[src/rtl/digit_serial_subtractor_pkg.sv]
// Shared types and helpers for the digit-serial subtractor: FSM state encoding
// and the signed-overflow rule for a - b.
package digit_serial_subtractor_pkg;

   typedef enum logic [1:0] {
      ST_IDLE = 2'd0,
      ST_BUSY = 2'd1,
      ST_DONE = 2'd2
   } state_t;

   // Signed overflow of a - b: operands of opposite sign and result sign differs from a.
   function automatic logic sub_overflow(input logic a_msb, input logic b_msb, input logic d_msb);
      return (a_msb ^ b_msb) & (d_msb ^ a_msb);
   endfunction

endpackage

[src/rtl/digit_serial_subtractor_if.sv]
// Operand and result handshakes of the digit-serial subtractor.
// The slave modport is the subtractor side; master is the producer/consumer side.
interface digit_serial_subtractor_if #(
   parameter int WIDTH = 16
);
   logic             in_valid;
   logic             in_ready;
   logic [WIDTH-1:0] a;
   logic [WIDTH-1:0] b;
   logic             borrow_in;
   logic             out_valid;
   logic             out_ready;
   logic [WIDTH-1:0] diff;
   logic             borrow_out;
   logic             overflow;
   logic             zero;

   modport master (
      output in_valid, a, b, borrow_in, out_ready,
      input  in_ready, out_valid, diff, borrow_out, overflow, zero
   );

   modport slave (
      input  in_valid, a, b, borrow_in, out_ready,
      output in_ready, out_valid, diff, borrow_out, overflow, zero
   );
endinterface

[src/rtl/digit_serial_subtractor_sub_digit.sv]
// One DIGIT-wide ripple chain of full-adder cells; the caller supplies the
// inverted subtrahend digit so that s_d = a_d - b_d - ~c_in.
module sub_digit #(
   parameter int DIGIT = 4
) (
   input  logic [DIGIT-1:0] a_d,
   input  logic [DIGIT-1:0] b_n_d,
   input  logic             c_in,
   output logic [DIGIT-1:0] s_d,
   output logic             c_out
);
   logic [DIGIT:0] c_s;

   assign c_s[0] = c_in;

   for (genvar i = 0; i < DIGIT; i++) begin : g_fa
      assign s_d[i]   = a_d[i] ^ b_n_d[i] ^ c_s[i];
      assign c_s[i+1] = (a_d[i] & b_n_d[i]) | (c_s[i] & (a_d[i] ^ b_n_d[i]));
   end

   assign c_out = c_s[DIGIT];
endmodule

[src/rtl/digit_serial_subtractor.sv]
// Multi-cycle subtractor: diff = a - b - borrow_in, DIGIT bits per clock, LSB digit
// first, through a single sub_digit chain. Results are held until out_ready.
module digit_serial_subtractor
   import digit_serial_subtractor_pkg::*;
#(
   parameter int WIDTH = 16,
   parameter int DIGIT = 4
) (
   input logic                   clk,
   input logic                   rst_n,
   digit_serial_subtractor_if.slave bus
);
   localparam int DIGIT_SAFE = (DIGIT < 1) ? 1 : DIGIT;
   localparam int N          = WIDTH / DIGIT_SAFE;
   localparam int CNT_W      = $clog2(N + 1);

   if ((DIGIT < 1) || ((WIDTH % DIGIT_SAFE) != 0)) begin : g_bad_digit
      $error("digit_serial_subtractor: WIDTH must be a positive multiple of DIGIT");
   end

   state_t             state_r;
   logic [CNT_W-1:0]   cnt_r;
   logic [WIDTH-1:0]   a_r;
   logic [WIDTH-1:0]   b_r;
   logic               carry_r;
   logic [WIDTH-1:0]   diff_r;
   logic               borrow_r;
   logic               overflow_r;
   logic               zero_r;
   logic               in_ready_r;
   logic               out_valid_r;

   logic [DIGIT-1:0]   a_d_s;
   logic [DIGIT-1:0]   b_d_s;
   logic [DIGIT-1:0]   s_d_s;
   logic               c_out_s;
   logic [WIDTH-1:0]   diff_next_s;

   // Select the operand digits addressed by the counter (AND-OR mux, no priority).
   always_comb begin
      a_d_s = {DIGIT{1'b0}};
      b_d_s = {DIGIT{1'b0}};
      for (int i = 0; i < N; i++) begin
         a_d_s = a_d_s | (a_r[i*DIGIT +: DIGIT] & {DIGIT{cnt_r == CNT_W'(i)}});
         b_d_s = b_d_s | (b_r[i*DIGIT +: DIGIT] & {DIGIT{cnt_r == CNT_W'(i)}});
      end
   end

   sub_digit #(.DIGIT(DIGIT)) u_sub_digit (
      .a_d   (a_d_s),
      .b_n_d (~b_d_s),
      .c_in  (carry_r),
      .s_d   (s_d_s),
      .c_out (c_out_s)
   );

   // Result with the current digit merged in; on the last digit this is the full difference.
   always_comb begin
      diff_next_s = diff_r;
      for (int i = 0; i < N; i++) begin
         diff_next_s[i*DIGIT +: DIGIT] = (cnt_r == CNT_W'(i)) ? s_d_s : diff_r[i*DIGIT +: DIGIT];
      end
   end

   // Control FSM plus operand, result and flag registers.
   always_ff @(posedge clk or negedge rst_n) begin
      if (!rst_n) begin
         state_r     <= ST_IDLE;
         cnt_r       <= {CNT_W{1'b0}};
         a_r         <= {WIDTH{1'b0}};
         b_r         <= {WIDTH{1'b0}};
         carry_r     <= 1'b0;
         diff_r      <= {WIDTH{1'b0}};
         borrow_r    <= 1'b0;
         overflow_r  <= 1'b0;
         zero_r      <= 1'b0;
         in_ready_r  <= 1'b1;
         out_valid_r <= 1'b0;
      end else begin
         case (state_r)
            ST_IDLE: begin
               if (bus.in_valid) begin
                  a_r        <= bus.a;
                  b_r        <= bus.b;
                  carry_r    <= ~bus.borrow_in;
                  cnt_r      <= {CNT_W{1'b0}};
                  in_ready_r <= 1'b0;
                  state_r    <= ST_BUSY;
               end
            end
            ST_BUSY: begin
               diff_r  <= diff_next_s;
               carry_r <= c_out_s;
               cnt_r   <= cnt_r + CNT_W'(1);
               if (cnt_r == CNT_W'(N - 1)) begin
                  borrow_r    <= ~c_out_s;
                  overflow_r  <= sub_overflow(a_r[WIDTH-1], b_r[WIDTH-1], diff_next_s[WIDTH-1]);
                  zero_r      <= (diff_next_s == {WIDTH{1'b0}});
                  out_valid_r <= 1'b1;
                  state_r     <= ST_DONE;
               end
            end
            ST_DONE: begin
               if (bus.out_ready) begin
                  out_valid_r <= 1'b0;
                  in_ready_r  <= 1'b1;
                  state_r     <= ST_IDLE;
               end
            end
            default: begin
               cnt_r       <= {CNT_W{1'b0}};
               in_ready_r  <= 1'b1;
               out_valid_r <= 1'b0;
               state_r     <= ST_IDLE;
            end
         endcase
      end
   end

   assign bus.in_ready   = in_ready_r;
   assign bus.out_valid  = out_valid_r;
   assign bus.diff       = diff_r;
   assign bus.borrow_out = borrow_r;
   assign bus.overflow   = overflow_r;
   assign bus.zero       = zero_r;
endmodule
[src/flat_wrapper.sv]
// flat-port wrapper written by rule: the top's interface ports become plain ports
module digit_serial_subtractor_flat import digit_serial_subtractor_pkg::*;
#(
   parameter int WIDTH = 16,
   parameter int DIGIT = 4
)
  (clk, rst_n, bus_in_valid, bus_a, bus_b, bus_borrow_in, bus_out_ready, bus_in_ready, bus_out_valid, bus_diff, bus_borrow_out, bus_overflow, bus_zero);
  digit_serial_subtractor_if #(.WIDTH(WIDTH)) bus_i ();
  input logic clk;
  input logic rst_n;
  input wire logic [$bits(bus_i.in_valid)-1:0] bus_in_valid;
  input wire logic [$bits(bus_i.a)-1:0] bus_a;
  input wire logic [$bits(bus_i.b)-1:0] bus_b;
  input wire logic [$bits(bus_i.borrow_in)-1:0] bus_borrow_in;
  input wire logic [$bits(bus_i.out_ready)-1:0] bus_out_ready;
  output wire logic [$bits(bus_i.in_ready)-1:0] bus_in_ready;
  output wire logic [$bits(bus_i.out_valid)-1:0] bus_out_valid;
  output wire logic [$bits(bus_i.diff)-1:0] bus_diff;
  output wire logic [$bits(bus_i.borrow_out)-1:0] bus_borrow_out;
  output wire logic [$bits(bus_i.overflow)-1:0] bus_overflow;
  output wire logic [$bits(bus_i.zero)-1:0] bus_zero;
  assign bus_i.in_valid = bus_in_valid;
  assign bus_i.a = bus_a;
  assign bus_i.b = bus_b;
  assign bus_i.borrow_in = bus_borrow_in;
  assign bus_i.out_ready = bus_out_ready;
  assign bus_in_ready = bus_i.in_ready;
  assign bus_out_valid = bus_i.out_valid;
  assign bus_diff = bus_i.diff;
  assign bus_borrow_out = bus_i.borrow_out;
  assign bus_overflow = bus_i.overflow;
  assign bus_zero = bus_i.zero;
  digit_serial_subtractor #(.WIDTH(WIDTH), .DIGIT(DIGIT)) u_core (.clk(clk), .rst_n(rst_n), .bus(bus_i));
endmodule
[config.mk]
export PLATFORM = sky130hd
export DESIGN_NAME = digit_serial_subtractor_flat
export DESIGN_NICKNAME = d
export VERILOG_FILES = /design/src/rtl/digit_serial_subtractor_pkg.sv /design/src/rtl/digit_serial_subtractor_if.sv /design/src/rtl/digit_serial_subtractor_sub_digit.sv /design/src/rtl/digit_serial_subtractor.sv /design/src/flat_wrapper.sv
export SDC_FILE = /design/constraint.sdc
export NUM_CORES = 1
export LEC_CHECK = 0
export BUFFER_PORTS_ARGS = -buffer_cell sky130_fd_sc_hd__buf_4
export CAP_MARGIN = 40
export CORE_AREA = 10 10 106 108
export DETAILED_ROUTE_END_ITERATION = 8
export DIE_AREA = 0 0 116 118
export GPL_TIMING_DRIVEN = 0
export HOLD_SLACK_MARGIN = 0.12
export PLACE_DENSITY = 0.51
export SLEW_MARGIN = 30
export SYNTH_ARGS = -nofsm -noshare
export SYNTH_HDL_FRONTEND = slang
export SYNTH_SLANG_ARGS = --single-unit
[constraint.sdc]
create_clock -name clk -period 4.2 [get_ports clk]
set_input_delay 0.42 -clock clk [delete_from_list [all_inputs] [get_ports clk]]
set_output_delay 0.42 -clock clk [all_outputs]
set_load 0.05 [all_outputs]
==> run summary <==
ROUTING
--------------------------------------------------------------------------------
Met3 wire length ..................................................       363 um
Remaining routing DRC violations ..................................            0
Via-to-Cell Ratio .................................................         4.77
Metal1 wirelength .................................................      3160 um
First-iteration detailed-routing DRC count ........................          106
TritonRoute pass-1 iters ..........................................            5
Average wire per cell in the routed design ........................      16.3 um
Total detailed-routing wirelength .................................      6890 um
Top routing layer used ............................................         met4
Number of vias in the routed layout ...............................        2,015
Count of antenna-violating nets left after detailed routing .......            0
Sum of met2 wire segment lengths after detailed routing ...........      3290 um

SETUP PATH
--------------------------------------------------------------------------------
Worst setup path category ......................................... flop to flop
Crit path largest cell delay ......................................      0.65 ns
Cell with the largest stage delay on the worst path ............... sky130_fd_sc_hd__fa_2
Setup crit start kind .............................................         flop
CP endpoint kind ..................................................         flop
R2R cell count ....................................................           14
Endpoint arrival time on the critical path ........................      4.25 ns
Critical path cell sequence ....................................... inv_1 > ha_1 > buf_4 > a222oi_1 > o21ai_1 > fa_1 > fa_1 > fa_2 > fa_2 > buf_4 > nand3_1 > nand3_1 > nand4_1 > o31ai_2
Largest fanout on the critical path ...............................           10
Data required time at the worst endpoint ..........................      4.45 ns

CLOCK TREE
--------------------------------------------------------------------------------
Num CTS Buffers ...................................................            9
Clock Root Buffer ................................................. sky130_fd_sc_hd__clkbuf_8
Clock-pin slew on the worst setup and hold paths ..................      0.07 ns
Number of levels in the clock H-tree ..............................            3
Maximum count of clock buffers along a single path ................            2
CTS tree ..........................................................          yes
Worst-Skew Late Latency ...........................................      0.33 ns
Count of clock tree sinks .........................................           59

LAYOUT
--------------------------------------------------------------------------------
Share of layout cells above drive strength 1 ......................        0.392
Post-route non-filler standard cell count .........................          422
Area overhead of the layout relative to synthesis .................        30.3%
Fill cell instance count of the final layout ......................          929
Final #Nets .......................................................          353
Number of antenna repair diodes ...................................            0

DIE
--------------------------------------------------------------------------------
Standard-cell rows ................................................           35
Effective utilization at floorplan ................................        0.297
Horizontal extent of the die ......................................       116 um
Count of pins on the block boundary ...............................           58
Placeable Area ....................................................  0.00911 mm2
Die Height ........................................................       118 um
Die ar. ...........................................................   0.0137 mm2

PLACED DESIGN
--------------------------------------------------------------------------------
Detailed-placement wirelength estimate ............................      5000 um
Post-Place Worst Slack ............................................    -0.101 ns
Routability congestion estimate from global placement .............        0.736
I/O Buffers .......................................................           57
Post-Place Cells ..................................................          402

TIMING
--------------------------------------------------------------------------------
Hold WS ...........................................................     0.309 ns
Worst slew slack as a fraction of its limit .......................        0.672
Crit path time final ..............................................      4.00 ns
Endpoints failing hold ............................................            0
Setup clock skew after layout .....................................   0.00833 ns
Setup slack after layout ..........................................     0.201 ns
Slew at the pin closest to its max-slew limit .....................     0.492 ns
Final slew viol count .............................................            0
Period Utilization, post-route ....................................        0.952
Setup violations, final ...........................................            0
Maximum achievable frequency ......................................      250 MHz
Unrepaired setup endpoints after global routing ...................           no
Final total negative setup slack ..................................         0 ns

SYNTHESIS
--------------------------------------------------------------------------------
Seq cells post-synth ..............................................           59
Mean instance size in the synthesized netlist .....................     11.5 um2
Netlist cell types ................................................           31
Library cell with the highest instance count after synthesis ...... sky130_fd_sc_hd__dfrtp_1
Number of enable-type register cells in the synthesized netlist ...            0
Post-synthesis cell count .........................................          234
Top post-synthesis cells by area .................................. sky130_fd_sc_hd__dfrtp_1, sky130_fd_sc_hd__mux2_2, sky130_fd_sc_hd__nand2_1
Most numerous cell types in the synthesized netlist ............... sky130_fd_sc_hd__dfrtp_1, sky130_fd_sc_hd__nand2_1, sky130_fd_sc_hd__mux2_2
Portion of the post-synthesis area used by sequential elements ....        0.547
Share of the synthesized area in the top cell type ................        0.537
Post-synth design cell area .......................................  0.00270 mm2
Cell type with the highest aggregate area in the netlist .......... sky130_fd_sc_hd__dfrtp_1
Async SR Flop Fraction ............................................         1.00
Synth warn ........................................................            0
Number of nets produced by synthesis ..............................          280
Top FF cell, synth ................................................ sky130_fd_sc_hd__dfrtp_1

RUN
--------------------------------------------------------------------------------
Number of violations of the max-capacitance limit .................            0

HOLD PATH
--------------------------------------------------------------------------------
Worst hold path stage count .......................................            2
HP Class .......................................................... input pin to flop

GRT
--------------------------------------------------------------------------------
Global-route wire length before repair ............................    11,200 um
Number of antenna violations at the first check in global routing .            0
Overall Global Routing Usage ......................................        0.104
Total overflow reported by the global router ......................            0
Largest net degree at the start of global routing .................           60
Vias in the first global route ....................................        2,176

OUTCOME
--------------------------------------------------------------------------------
Status ............................................................    completed

## kinds of logic after synthesis
family                   after synthesis  share of synthesized area
AND/OR/NAND/NOR                       64                      0.107
flip-flops                            59                      0.547
AO/OA/AOI/OAI                         48                      0.116
multiplexers                          35                      0.145
buffers and inverters                 19                     0.0320
adder cells (fa/ha/maj)                9                     0.0528
## stage by stage
step / area (um2) / util
3_3_place_gp: 3270 / 0.359
5_1_grt: 3520 / 0.386
3_5_place_dp: 3270 / 0.359
4_1_cts: 3450 / 0.378
2_1_floorplan: 2700 / -
6_report: 3520 / 0.386
## critical path: cells and delay by family, from the launching register on
family	cells	cell delay, ns
adders and majority gates	5	2.08
AOI/OAI and AO/OA	3	0.72
buffers and inverters	3	0.42
DFF	1	0.41
and+or+nand+nor	3	0.28
## cell usage in the layout (no fill, tap or decap), types with 2 or more instances in the layout
cell type,Yosys,final
sky130_fd_sc_hd__buf_2,2,2
sky130_fd_sc_hd__or3_1,2,2
sky130_fd_sc_hd__buf_4,3,65
sky130_fd_sc_hd__nand3_1,4,4
sky130_fd_sc_hd__nor2_1,12,12
sky130_fd_sc_hd__mux2_2,32,32
sky130_fd_sc_hd__mux2i_1,2,2
sky130_fd_sc_hd__ha_1,5,4
sky130_fd_sc_hd__nand2_1,34,34
sky130_fd_sc_hd__fa_2,0,2
sky130_fd_sc_hd__nand2b_1,2,2
sky130_fd_sc_hd__clkbuf_8,0,9
sky130_fd_sc_hd__nor2b_1,5,5
sky130_fd_sc_hd__clkinv_2,0,2
sky130_fd_sc_hd__dfrtp_1,58,58
sky130_fd_sc_hd__clkbuf_2,1,3
sky130_fd_sc_hd__nor3b_1,2,2
sky130_fd_sc_hd__fa_1,4,2
sky130_fd_sc_hd__a222oi_1,9,9
sky130_fd_sc_hd__clkbuf_1,6,5
sky130_fd_sc_hd__a21oi_1,7,7
sky130_fd_sc_hd__o21ai_0,25,24
sky130_fd_sc_hd__inv_1,7,7
## flip-flops by register name, indices dropped and copies added (netlist names)
name	cells
u_core.bus.zero	1
u_core.b_r	16
u_core.bus.out_valid	1
u_core.bus.in_ready	1
u_core.bus.overflow	1
u_core.bus.diff	16
u_core.a_r	16
u_core.state_r	2
u_core.carry_r	1
u_core.bus.borrow_out	1
u_core.cnt_r	3
## cell type report
type	count	area [um2]	share of cell area
Clock inverter	3	40.0	0.0114
Sequential cell	59	1480	0.420
Buffer	11	62.6	0.0178
Inverter	7	26.3	0.00747
Tap cell	111	139	0.0395
Clock buffer	12	135	0.0384
Multi-Input combinational cell	156	1150	0.327
Timing Repair Buffer	63	488	0.139
## per-layer routing
metal  up-vias  GRT usage
li1        973          -
met1       979      0.133
met2        55      0.156
met3         8     0.0367
met4         0     0.0376
met5         -          0
## repair_timing
action / CTS / global route
buffers inserted: 0 / 4
gates resized for setup: 4 / 7
pin swaps: 0 / 3
hold endpoints to repair: 0 / 18
setup endpoints to repair: 1 / 1
hold buffers: 0 / 1
## worst paths after layout
check | startpoint | endpoint | slack (ns)
hold / removal | bus_b[12] | u_core.b_r[12] | 0.31
min in group asynchronous | rst_n | u_core.b_r[10] | 0.50
hold reg to reg | u_core.bus.diff[15] | u_core.bus.diff[15] | 0.48
setup reg to reg | u_core.cnt_r[0] | u_core.bus.zero | 0.20
max in group asynchronous | rst_n | u_core.bus.in_ready | 3.14
setup / recovery | u_core.cnt_r[0] | u_core.bus.zero | 0.20
Power is left out: the tool's default activity adds up to more than one toggle a clock period on the data nets, which glitch-free logic cannot reach.
